--- src/rtl/arb_merge_n_sync.sv ---
// N-channel arbiter-merge: 1-entry slot per input channel, one token forwarded per send.
// Round-robin grant by default; define ARB_FIXED_PRIORITY_EN for lowest-index-first grant.
module arb_merge_n_sync #(
   parameter int unsigned N_CH       = 4,
   parameter int unsigned DATA_WIDTH = 5,
   localparam int unsigned SRC_W     = ($clog2(N_CH) > 1) ? $clog2(N_CH) : 1
) (
   input  logic                       clk,
   input  logic                       rstn,
   input  logic [N_CH-1:0]            i_drive,
   input  logic [N_CH*DATA_WIDTH-1:0] i_data,
   output logic [N_CH-1:0]            o_free,
   output logic [N_CH-1:0]            o_overflow,
   output logic                       o_driveNext,
   output logic [DATA_WIDTH-1:0]      o_data,
   output logic [SRC_W-1:0]           o_src,
   input  logic                       i_freeNext
);

   typedef enum logic {StIdle, StWait} state_e;

   state_e                state_q, state_d;
   logic [N_CH-1:0]       v_q, v_d;
   logic [DATA_WIDTH-1:0] slot_q [N_CH];
   logic [DATA_WIDTH-1:0] slot_d [N_CH];
   logic [N_CH-1:0]       ovf_q, ovf_d;
   logic [N_CH-1:0]       free_q, free_d;
   logic                  dn_q, dn_d;
   logic [DATA_WIDTH-1:0] data_q, data_d;
   logic [SRC_W-1:0]      src_q, src_d;

   logic [SRC_W-1:0]      grant;
   logic                  any_v;
   logic                  send;

   assign any_v = |v_q;
   assign send  = any_v && ((state_q == StIdle) || i_freeNext);

`ifdef ARB_FIXED_PRIORITY_EN
   logic found;

   always_comb begin
      grant = '0;
      found = 1'b0;
      for (int unsigned k = 0; k < N_CH; k++) begin
         if (!found && v_q[k]) begin
            grant = SRC_W'(k);
            found = 1'b1;
         end
      end
   end
`else
   logic [SRC_W-1:0] ptr_q, ptr_d;
   logic [31:0]      rr_idx;
   logic             found;

   // Search starts at ptr and wraps, so every waiting slot is reached within N_CH sends.
   always_comb begin
      grant  = '0;
      found  = 1'b0;
      rr_idx = '0;
      for (int unsigned i = 0; i < N_CH; i++) begin
         rr_idx = (32'(ptr_q) + i) % N_CH;
         if (!found && v_q[rr_idx[SRC_W-1:0]]) begin
            grant = rr_idx[SRC_W-1:0];
            found = 1'b1;
         end
      end
   end

   always_comb begin
      ptr_d = ptr_q;
      if (send) begin
         ptr_d = (grant == SRC_W'(N_CH - 1)) ? '0 : grant + 1'b1;
      end
   end

   always_ff @(posedge clk or negedge rstn) begin
      if (!rstn) begin
         ptr_q <= '0;
      end else begin
         ptr_q <= ptr_d;
      end
   end
`endif

   always_comb begin
      state_d = state_q;
      unique case (state_q)
         StIdle:  if (any_v) state_d = StWait;
         StWait:  if (i_freeNext && !any_v) state_d = StIdle;
         default: state_d = StIdle;
      endcase
   end

   always_comb begin
      v_d    = v_q;
      slot_d = slot_q;
      ovf_d  = ovf_q | (i_drive & v_q);
      free_d = '0;
      dn_d   = send;
      data_d = data_q;
      src_d  = src_q;
      if (send) begin
         v_d[grant]    = 1'b0;
         free_d[grant] = 1'b1;
         data_d        = slot_q[grant];
         src_d         = grant;
      end
      // Capture only into slots empty before the edge; a slot freed this edge still drops.
      for (int k = 0; k < N_CH; k++) begin
         if (i_drive[k] && !v_q[k]) begin
            v_d[k]    = 1'b1;
            slot_d[k] = i_data[k*DATA_WIDTH +: DATA_WIDTH];
         end
      end
   end

   always_ff @(posedge clk or negedge rstn) begin
      if (!rstn) begin
         state_q <= StIdle;
         v_q     <= '0;
         ovf_q   <= '0;
         free_q  <= '0;
         dn_q    <= 1'b0;
         data_q  <= '0;
         src_q   <= '0;
         for (int k = 0; k < N_CH; k++) begin
            slot_q[k] <= '0;
         end
      end else begin
         state_q <= state_d;
         v_q     <= v_d;
         ovf_q   <= ovf_d;
         free_q  <= free_d;
         dn_q    <= dn_d;
         data_q  <= data_d;
         src_q   <= src_d;
         for (int k = 0; k < N_CH; k++) begin
            slot_q[k] <= slot_d[k];
         end
      end
   end

   assign o_free      = free_q;
   assign o_overflow  = ovf_q;
   assign o_driveNext = dn_q;
   assign o_data      = data_q;
   assign o_src       = src_q;

endmodule
--- config.mk ---
export PLATFORM = sky130hd
export DESIGN_NAME = arb_merge_n_sync
export DESIGN_NICKNAME = d
export VERILOG_FILES = /design/src/rtl/arb_merge_n_sync.sv
export SDC_FILE = /design/constraint.sdc
export NUM_CORES = 1
export LEC_CHECK = 0
export CORE_MARGIN = 1
export CORE_UTILIZATION = 48
export DETAILED_ROUTE_END_ITERATION = 7
export PLACE_DENSITY_LB_ADDON = 0.2
export SYNTH_ARGS = -nofsm -noshare
export SYNTH_HDL_FRONTEND = slang
export SYNTH_SLANG_ARGS = --single-unit
--- constraint.sdc ---
create_clock -name clk -period 2.1 [get_ports clk]
set_input_delay 0.42 -clock clk [delete_from_list [all_inputs] [get_ports clk]]
set_output_delay 0.42 -clock clk [all_outputs]
set_load 0.05 [all_outputs]
==> metrics.yaml <==
clock_network:
  cts.sinks: 43
  ctsResizeCount: 0
  clock-root-buffer: "clkbuf_8"
  clockBufferDepth: 2
  cts_buffers: 5
  clk_pin_slew_worst_paths_ns: 0.07
  clk_latency_ns: 0.28
  ctsHoldBuffers: 0
  cts-htree-levels: 2
  postCtsSetupBuffers: 0
  cts_tree: "built"
yosys:
  netlist_area_um2: 1790
  synth_edf_count: 0
  synth_warnings: 0
  ys_types: 22
  synthCells: 137
  async_flop_share_pct: 100
  syn_nets: 165
  synthFlopType: "dfrtp_1"
  synth.avg_cell_area_um2: 13.1
  ys_ff_latch: 43
  yosysSeqAreaShare_pct: 60.1
floorplan:
  dieArea_um2: 3980
  die_y_um: 63.1
  initial_core_util_pct: 52.0
  rows: 21
  ios: 43
  core_um2: 3440
  fp.dieW_um: 63.1
power:
  leakage_nw: 1.04
  total_power_mw: 3.64
  ir_drop_v: 0.000737
  power_density_nw_per_um2: 1530
critical_path:
  crit_family: "buffers and inverters"
  r2r-end: "v_q[3]$_DFFE_PN0P_"
  startpoint_type: "flop"
  reg2reg_from: "v_q[0]$_DFFE_PN0P_"
  cp_max_fo: 2
  setup.worst_path.class: "flop to output pin"
  required_ns: 1.68
  critPathBufInv: 1
  cp.arrival_ns: 1.47
  path_cells: "clkdlybuf4s50_1"
  cpPeakStageDelay_ns: 0.82
  reg2reg_depth: 8
  ff2ff_setup_slack_ns: 0.33
  slowest_stage: "clkdlybuf4s50_1"
  cp-end-kind: "output pin"
finish:
  fin_nets: 216
  final_cell_mix: "dfrtp_1 (43), clkdlybuf4s50_1 (41), mux2_2 (20)"
  drive_gt1_share_pct: 20.2
  fill_cells: 260
  diodes: 0
  final_common_cell: "dfrtp_1"
  synthToLayoutAreaGrowth_pct: 32.8
sta:
  layout_min_cycle_time_ns: 1.89
  worstMarginPinSlew_ns: 0.509
  hold_viol: 0
  finalSetupTns_ns: 0
  rsz0062_at_grt: "false"
  fmax_mhz: 529
  drv_slew: 0
  slew-limit-headroom_pct: 66.0
  post-route-period-util_pct: 90.0
  setup_violations: 0
  fin_skew_ns: 0.00383
placed_design:
  port_buffers: 42
  hpwl_um: 2720
  globalplace.congestion: 0.796
status:
  status: "finished, final reports clean"
grt:
  grt_first_pass_wirelength_um: 5980
  antenna_found_initial: 0
  grt_overflow: 0
  grt_max_degree: 44
  track_usage_pct: 19.9
  grt_pass1_vias: 1270
route:
  drtPass1Iterations: 4
  antenna_left: 0
  drc: 0
  wl_per_cell_um: 15.0
  wl_met3_um: 173
  vias_per_cell: 5.24
  vias: 1227
  wl_um: 3510
  wl_met2_um: 1800
  wl_met1_um: 1520
  drtIter0Drc: 35
  highest_layer: "met4"
run:
  drv_cap: 0
worst_hold_path:
  min_path_type: "input pin to async pin"
==> Yosys cell counts, types with 2 or more instances <==
| library cell | instances | share of area (%) |
|---|---|---|
| nor3_2 | 2 | 1.1 |
| inv_1 | 5 | 1.0 |
| o221ai_1 | 5 | 2.4 |
| nor2_1 | 8 | 1.7 |
| nand2_1 | 15 | 3.1 |
| mux2_2 | 20 | 13 |
| nor2b_1 | 6 | 2.1 |
| dfrtp_1 | 43 | 60 |
| a21oi_1 | 2 | 0.56 |
| a21o_1 | 7 | 2.9 |
| o22a_1 | 2 | 0.98 |
| mux2i_1 | 10 | 5.6 |
| buf_2 | 3 | 0.84 |
==> per-layer routing <==
metal / global-route usage, % / up-vias
li1: - / 580
met1: 25.1 / 608
met2: 32.7 / 37
met3: 5.98 / 2
met4: 6.10 / 0
met5: 0 / -
==> layout make-up <==
type | instances | area [um2] | share of cell area, %
clock buffers | 6 | 82.6 | 3.47
clock inverters | 1 | 5.00 | 0.210
inverters | 6 | 22.5 | 0.947
multi-input cells | 84 | 662 | 27.8
flip-flops and latches | 43 | 1080 | 45.2
well taps | 46 | 57.6 | 2.42
repair buffers | 48 | 473 | 19.9
==> state kept, by name, indices dropped and copies added (netlist names) <==
name	count
state_q	1
v_q	4
o_src	2
ptr_q	2
o_overflow	4
o_data	5
slot_q	20
o_free	4
o_driveNext	1
==> worst max-delay path by stage <==
stage,from,end,slack [ns],cells after the start
after floorplan,v_q[3]$_DFFE_PN0P_,v_q[3]$_DFFE_PN0P_,0.41,8
after global placement,i_drive[2],slot_q[9]$_DFFE_PN0P_,0.29,3
after detailed placement,i_drive[0],slot_q[17]$_DFFE_PN0P_,0.23,3
after CTS,o_data[2]$_DFFE_PN0P_,o_data[2],0.20,1
after global routing,o_data[0]$_DFFE_PN0P_,o_data[0],0.17,1
final,o_data[2]$_DFFE_PN0P_,o_data[2],0.21,1
==> power by group <==
part	internal (mW)	switching, mW	total [mW]
logic	0.786	0.922	1.71
registers	1.18	0.249	1.43
clock network	0.258	0.248	0.506
total	2.22	1.42	3.64
==> through the flow <==
step           hold slack [ns]  util (%)  instances  instance area [um2]  setup WS [ns]
2_1_floorplan            0.124         -        137                 1790          0.412
3_3_place_gp             0.407      66.6        227                 2290          0.286
3_5_place_dp             0.412      66.6        227                 2290          0.230
4_1_cts                  0.103      69.1        234                 2380          0.199
5_1_grt                  0.112      69.1        234                 2380          0.167
6_report                 0.109      69.1        234                 2380          0.211
==> cells by family after synthesis <==
logic type               share of synthesized area (%)
flip-flops                                        60.1
AND/OR/NAND/NOR                                   8.74
multiplexers                                      18.2
AO/OA/AOI/OAI                                     9.36
buffers and inverters                             2.93
adder cells (fa/ha/maj)                          0.699
Note: power is estimated with default switching activity, not from simulation.
